### src/rtl/jtdd_prog_sched.sv
// jtdd_prog_sched: buffers ROM download bytes, issues them as masked 16-bit SDRAM writes and interleaves refresh.
// Define JTDD_PROG_MERGE_EN to merge complementary byte lanes of one address into the tail entry.
module jtdd_prog_sched #(
  parameter int FIFO_AW        = 2,
  parameter int REFRESH_CYCLES = 384
) (
  input  logic        clk,
  input  logic        rst,
  input  logic        downloading,
  input  logic        prog_we,
  input  logic [21:0] prog_addr,
  input  logic [7:0]  prog_data,
  input  logic [1:0]  prog_mask,
  output logic        prog_full,
  output logic        overflow,
  output logic        sdram_req,
  output logic [21:0] sdram_addr,
  output logic [15:0] sdram_din,
  output logic [1:0]  sdram_dqm,
  input  logic        sdram_ack,
  output logic        refresh_req,
  input  logic        refresh_ack,
  output logic        done
);
  localparam int DEPTH = 1 << FIFO_AW;
  localparam int TW    = $clog2(REFRESH_CYCLES + 1);
  typedef enum logic [1:0] {IDLE, WRITE, REFRESH} state_t;
  state_t r_state, w_state_nx;
  logic [21:0]        r_fa [DEPTH];
  logic [15:0]        r_fd [DEPTH];
  logic [1:0]         r_fm [DEPTH];
  logic [FIFO_AW-1:0] r_wp, r_rp;
  logic [FIFO_AW:0]   r_cnt, w_cnt_nx;
  logic [TW-1:0]      r_timer;
  logic               r_pend, r_req, r_ovf, r_done;
  logic [21:0]        r_addr;
  logic [15:0]        r_din;
  logic [1:0]         r_dqm;
  logic               w_full, w_push, w_pop, w_merge, w_tz, w_rack;
  // count never exceeds DEPTH, so its MSB alone means full
  assign w_full = r_cnt[FIFO_AW];
`ifdef JTDD_PROG_MERGE_EN
  logic [FIFO_AW-1:0] w_tail;
  assign w_tail  = r_wp - 1'b1;
  assign w_merge = prog_we && r_cnt != '0 && !(r_state == WRITE && r_cnt == (FIFO_AW+1)'(1)) &&
                   prog_addr == r_fa[w_tail] && (prog_mask ^ r_fm[w_tail]) == 2'b11 && ^prog_mask;
`else
  assign w_merge = 1'b0;
`endif
  assign w_push   = prog_we && !w_full && !w_merge;
  assign w_pop    = r_state == WRITE && r_req && sdram_ack;
  assign w_tz     = r_timer == '0;
  assign w_rack   = r_state == REFRESH && refresh_ack;
  assign w_cnt_nx = r_cnt + (FIFO_AW+1)'(w_push) - (FIFO_AW+1)'(w_pop);
  always_comb begin
    w_state_nx = r_state;
    unique case (r_state)
      IDLE:    w_state_nx = r_pend ? REFRESH : (r_cnt != '0 ? WRITE : IDLE);
      WRITE:   w_state_nx = w_pop ? IDLE : WRITE;
      REFRESH: w_state_nx = w_rack ? IDLE : REFRESH;
      default: w_state_nx = IDLE;
    endcase
  end
  always_ff @(posedge clk) begin
    if (rst) begin
      r_state <= IDLE;
      r_wp    <= '0;
      r_rp    <= '0;
      r_cnt   <= '0;
      r_timer <= TW'(REFRESH_CYCLES - 1);
      r_pend  <= 1'b0;
      r_req   <= 1'b0;
      r_ovf   <= 1'b0;
      r_done  <= 1'b0;
      r_addr  <= '0;
      r_din   <= '0;
      r_dqm   <= 2'b11;
    end else begin
      r_state <= w_state_nx;
      r_wp    <= r_wp + FIFO_AW'(w_push);
      r_rp    <= r_rp + FIFO_AW'(w_pop);
      r_cnt   <= w_cnt_nx;
      r_timer <= w_tz ? TW'(REFRESH_CYCLES - 1) : r_timer - 1'b1;
      r_pend  <= w_tz | (r_pend & ~w_rack);
      r_req   <= r_state == WRITE && !w_pop;
      r_ovf   <= r_ovf | (prog_we & w_full & ~w_merge);
      r_done  <= w_state_nx == IDLE && w_cnt_nx == '0 && !downloading;
      // head is latched on the first WRITE cycle and held until the ack
      if (r_state == WRITE && !r_req) begin
        r_addr <= r_fa[r_rp];
        r_din  <= r_fd[r_rp];
        r_dqm  <= r_fm[r_rp];
      end
    end
  end
  always_ff @(posedge clk) begin
    if (w_push) begin
      r_fa[r_wp] <= prog_addr;
      r_fd[r_wp] <= {prog_data, prog_data};
      r_fm[r_wp] <= prog_mask;
    end
`ifdef JTDD_PROG_MERGE_EN
    if (w_merge) begin
      r_fd[w_tail] <= {prog_mask[1] ? r_fd[w_tail][15:8] : prog_data,
                       prog_mask[0] ? r_fd[w_tail][7:0]  : prog_data};
      r_fm[w_tail] <= 2'b00;
    end
`endif
  end
  assign prog_full   = w_full;
  assign overflow    = r_ovf;
  assign sdram_req   = r_req;
  assign sdram_addr  = r_addr;
  assign sdram_din   = r_din;
  assign sdram_dqm   = r_dqm;
  assign refresh_req = r_state == REFRESH;
  assign done        = r_done;
endmodule

### config.mk
export PLATFORM = sky130hd
export DESIGN_NAME = jtdd_prog_sched
export DESIGN_NICKNAME = d
export VERILOG_FILES = /design/src/rtl/jtdd_prog_sched.sv
export SDC_FILE = /design/constraint.sdc
export NUM_CORES = 1
export LEC_CHECK = 0
export BUFFER_PORTS_ARGS = -buffer_cell sky130_fd_sc_hd__buf_2
export CAP_MARGIN = 0
export CORE_AREA = 2 2 108 110
export CTS_CLUSTER_SIZE = 10
export DETAILED_ROUTE_END_ITERATION = 8
export DIE_AREA = 0 0 110 112
export GPL_ROUTABILITY_DRIVEN = 0
export PLACE_DENSITY = 0.91
export SLEW_MARGIN = 20
export SYNTH_ARGS = -nofsm -noshare
export SYNTH_HDL_FRONTEND = slang
export SYNTH_SLANG_ARGS = --single-unit
### constraint.sdc
create_clock -name clk -period 5.8 [get_ports clk]
set_clock_uncertainty 0.05 [all_clocks]
set_input_delay 0.29 -clock clk [delete_from_list [all_inputs] [get_ports clk]]
set_output_delay 0.29 -clock clk [all_outputs]
set_load 0.02 [all_outputs]
==> run metrics <==
vias in the first global route 3575; critical path required time about 5800 ps; largest net degree at the start of global routing 35; CTS Root Cell clkbuf_16; Area Overhead vs Synth 15.95%; crit path max fanout 24; synthesized area between 6000 and 7000 um2; post-synth cell types 42; Initial Utilization between 50 and 60%; hold crit path type input port to register; worst rel slew slack between 20% and 30%; Fin Setup TNS 0 ps; Final Hold Fails 0; clk_lat worst skew between 400 and 500 ps; die height 112 um; Ys Warns 0; sequential cell area approximately 4900 um2; DRC 0; std cell rows 39; Vias around 3500; asr flop ratio synth 0%; Critical-path top delay cell nor3b_2; synth top area cells edfxtp_1 (58%), dfxtp_1 (16%), mux4_2 (11%); Global Route Usage Sum between 20 and 25%; Die ar. 12320 um2; shortest period the worst path allows between 2000 and 2500 ps; EDFF count, synth roughly 130; register area share after synthesis around three quarters; commonest non-fill, non-tap cells in the layout edfxtp_1 (128), buf_2 (82), dfxtp_1 (52), mux4_2 (32), a22o_1 (30); Max Cap Viol 0; core area approximately 11000 um2; H-tree depth 4; post-CTS setup buffers 0; Final ANT Viol Nets 0; syn nets between 300 and 400; total grt overflow 0; Final Max Tran Viols 0; Tcrit/Tclk final 41.90%; DRT Pass-1 Iters 5; CTS sink count about 180; ys flop type edfxtp_1; number of diodes 0; cell taking the most area after synthesis edfxtp_1; fraction of layout cells with a size suffix above 1 34.53%; CTS buffer count 17; CP Launch Type register; WL final 12.62 mm; routed len/inst 21.42 um; Final setup viols 0; io pins 83; mean number of vias per cell 5.937; power per cell area approximately 440 nW/um2; Arrival @ worst endpoint approximately 2500 ps; CTS resizes 0; leak pwr approximately 2.8 nW; CTS clk-pin slew, worst paths 60 ps; status finished clean; Synth top area share a little under 60%; CP max stage delay roughly 740 ps; hold_buf cts 0; Setup CP Type register to register; Cells after Synth approximately 360; final instance area 7696 um2; Synth Register Bits between 150 and 200; Worst Setup End Kind register; DP Wirelength 7.161 mm; Worst Max-Slew Pin Slew between 1000 and 1500 ps; Placement Cell Area between 7000 and 8000 um2; first-pass GRT wire length roughly 20 mm; drt initial violations about 270; TritonCTS clock tree yes; CP Cell Sequence nor2b_1 > nor3b_2 > buf_4; Buf+Inv Stages, Crit Path 1; Hold Slack 44.28 ps; final core utilization between 60 and 70%; RSZ-0062 raised after global routing false; Multi-input gate area 1551 um2; Buffers on Ports 82; commonest non-fill, non-tap cell in the layout edfxtp_1; final net count ~480; Peak Freq 411.4 MHz; crit-path leading delay family simple AND/OR/NAND/NOR gates; Max VDD drop around 0.24 mV; Max Buffers Root-to-Sink 2; Post-Syn Area per Cell 18.70 um2; initial antenna violation count 0; Die Wd approximately 110 um; Filler cells ~680
==> state kept, by name, summed over array words and instances, names as in the netlist, 2 cells and up <==
signal	flops
sdram_addr	22
r_cnt	3
r_timer	9
sdram_din	8
r_state	2
r_wp	2
r_rp	2
sdram_dqm	2
r_fd	32
r_fa	88
r_fm	8
==> final cells by class <==
cell class                 instances  share of cell area [%]
sequential                       182                   64.02
timing repair buffer              85                   5.625
inverter                           6                  0.2926
clock inverter                    10                   1.675
multi-input combinational        141                   20.16
tap                              143                   2.325
clock buffer                      22                   5.901
==> power by group <==
part	internal (W)	total (W)	switching [W]
sequential	0.00159	0.00169	0.0000940
clock	0.000685	0.00114	0.000454
combinational	0.000220	0.000556	0.000336
==> worst paths after layout <==
| path | depth (start not counted) | slack [ps] | endpoint | start |
|---|---|---|---|---|
| max | 3 | 3370 | r_fa[0][17]$_DFFE_PP_ | r_cnt[2]$_SDFF_PP0_ |
| min | 1 | 40 | r_fa[3][7]$_DFFE_PP_ | prog_addr[7] |
| max reg2reg | 3 | 3370 | r_fa[0][17]$_DFFE_PP_ | r_cnt[2]$_SDFF_PP0_ |
| min reg2reg | 1 | 360 | r_timer[0]$_SDFF_PP1_ | r_timer[0]$_SDFF_PP1_ |
==> kinds of logic after synthesis <==
logic type               count (synthesis)  share of synthesized area [%]
flip-flops                             182                          74.19
AND/OR/NAND/NOR                         52                          4.562
AO/OA/AOI/OAI                           45                          5.523
multiplexers                            34                          11.16
buffers and inverters                   32                          2.903
XOR/XNOR                                 6                         0.7917
adder cells (fa/ha/maj)                  4                         0.8672
==> metal layers <==
metal	up-vias	track usage (%)	routed length, um
met2	141	34.89	6499
met5	-	0	0
met3	13	5.679	674
li1	1562	-	-
met1	1781	29.31	5242
met4	0	9.114	202
==> metrics by stage <==
step	setup WS (ps)	std cells	power [W]
finish	3370	589	0.003382
global route	3250	589	0.003496
CTS	3355	589	0.003395
detailed placement	3403	557	0.002258
global placement	3492	557	0.002224
floorplan	2126	355	0.002076
==> cells in the mapped netlist (all sizes together), types with 2 or more instances <==
cell type,n
ha,3
edfxtp,128
nor3b,2
dfxtp,54
inv,6
nor2,12
a22o,30
o21ai,3
clkbuf,4
nand3,6
nor4b,3
or3,4
nand2,8
a21oi,4
mux2i,2
nor3,3
buf,22
nor2b,4
xnor2,5
mux4,32
nand2b,3
No activity file was read; power rests on OpenSTA's default activity.
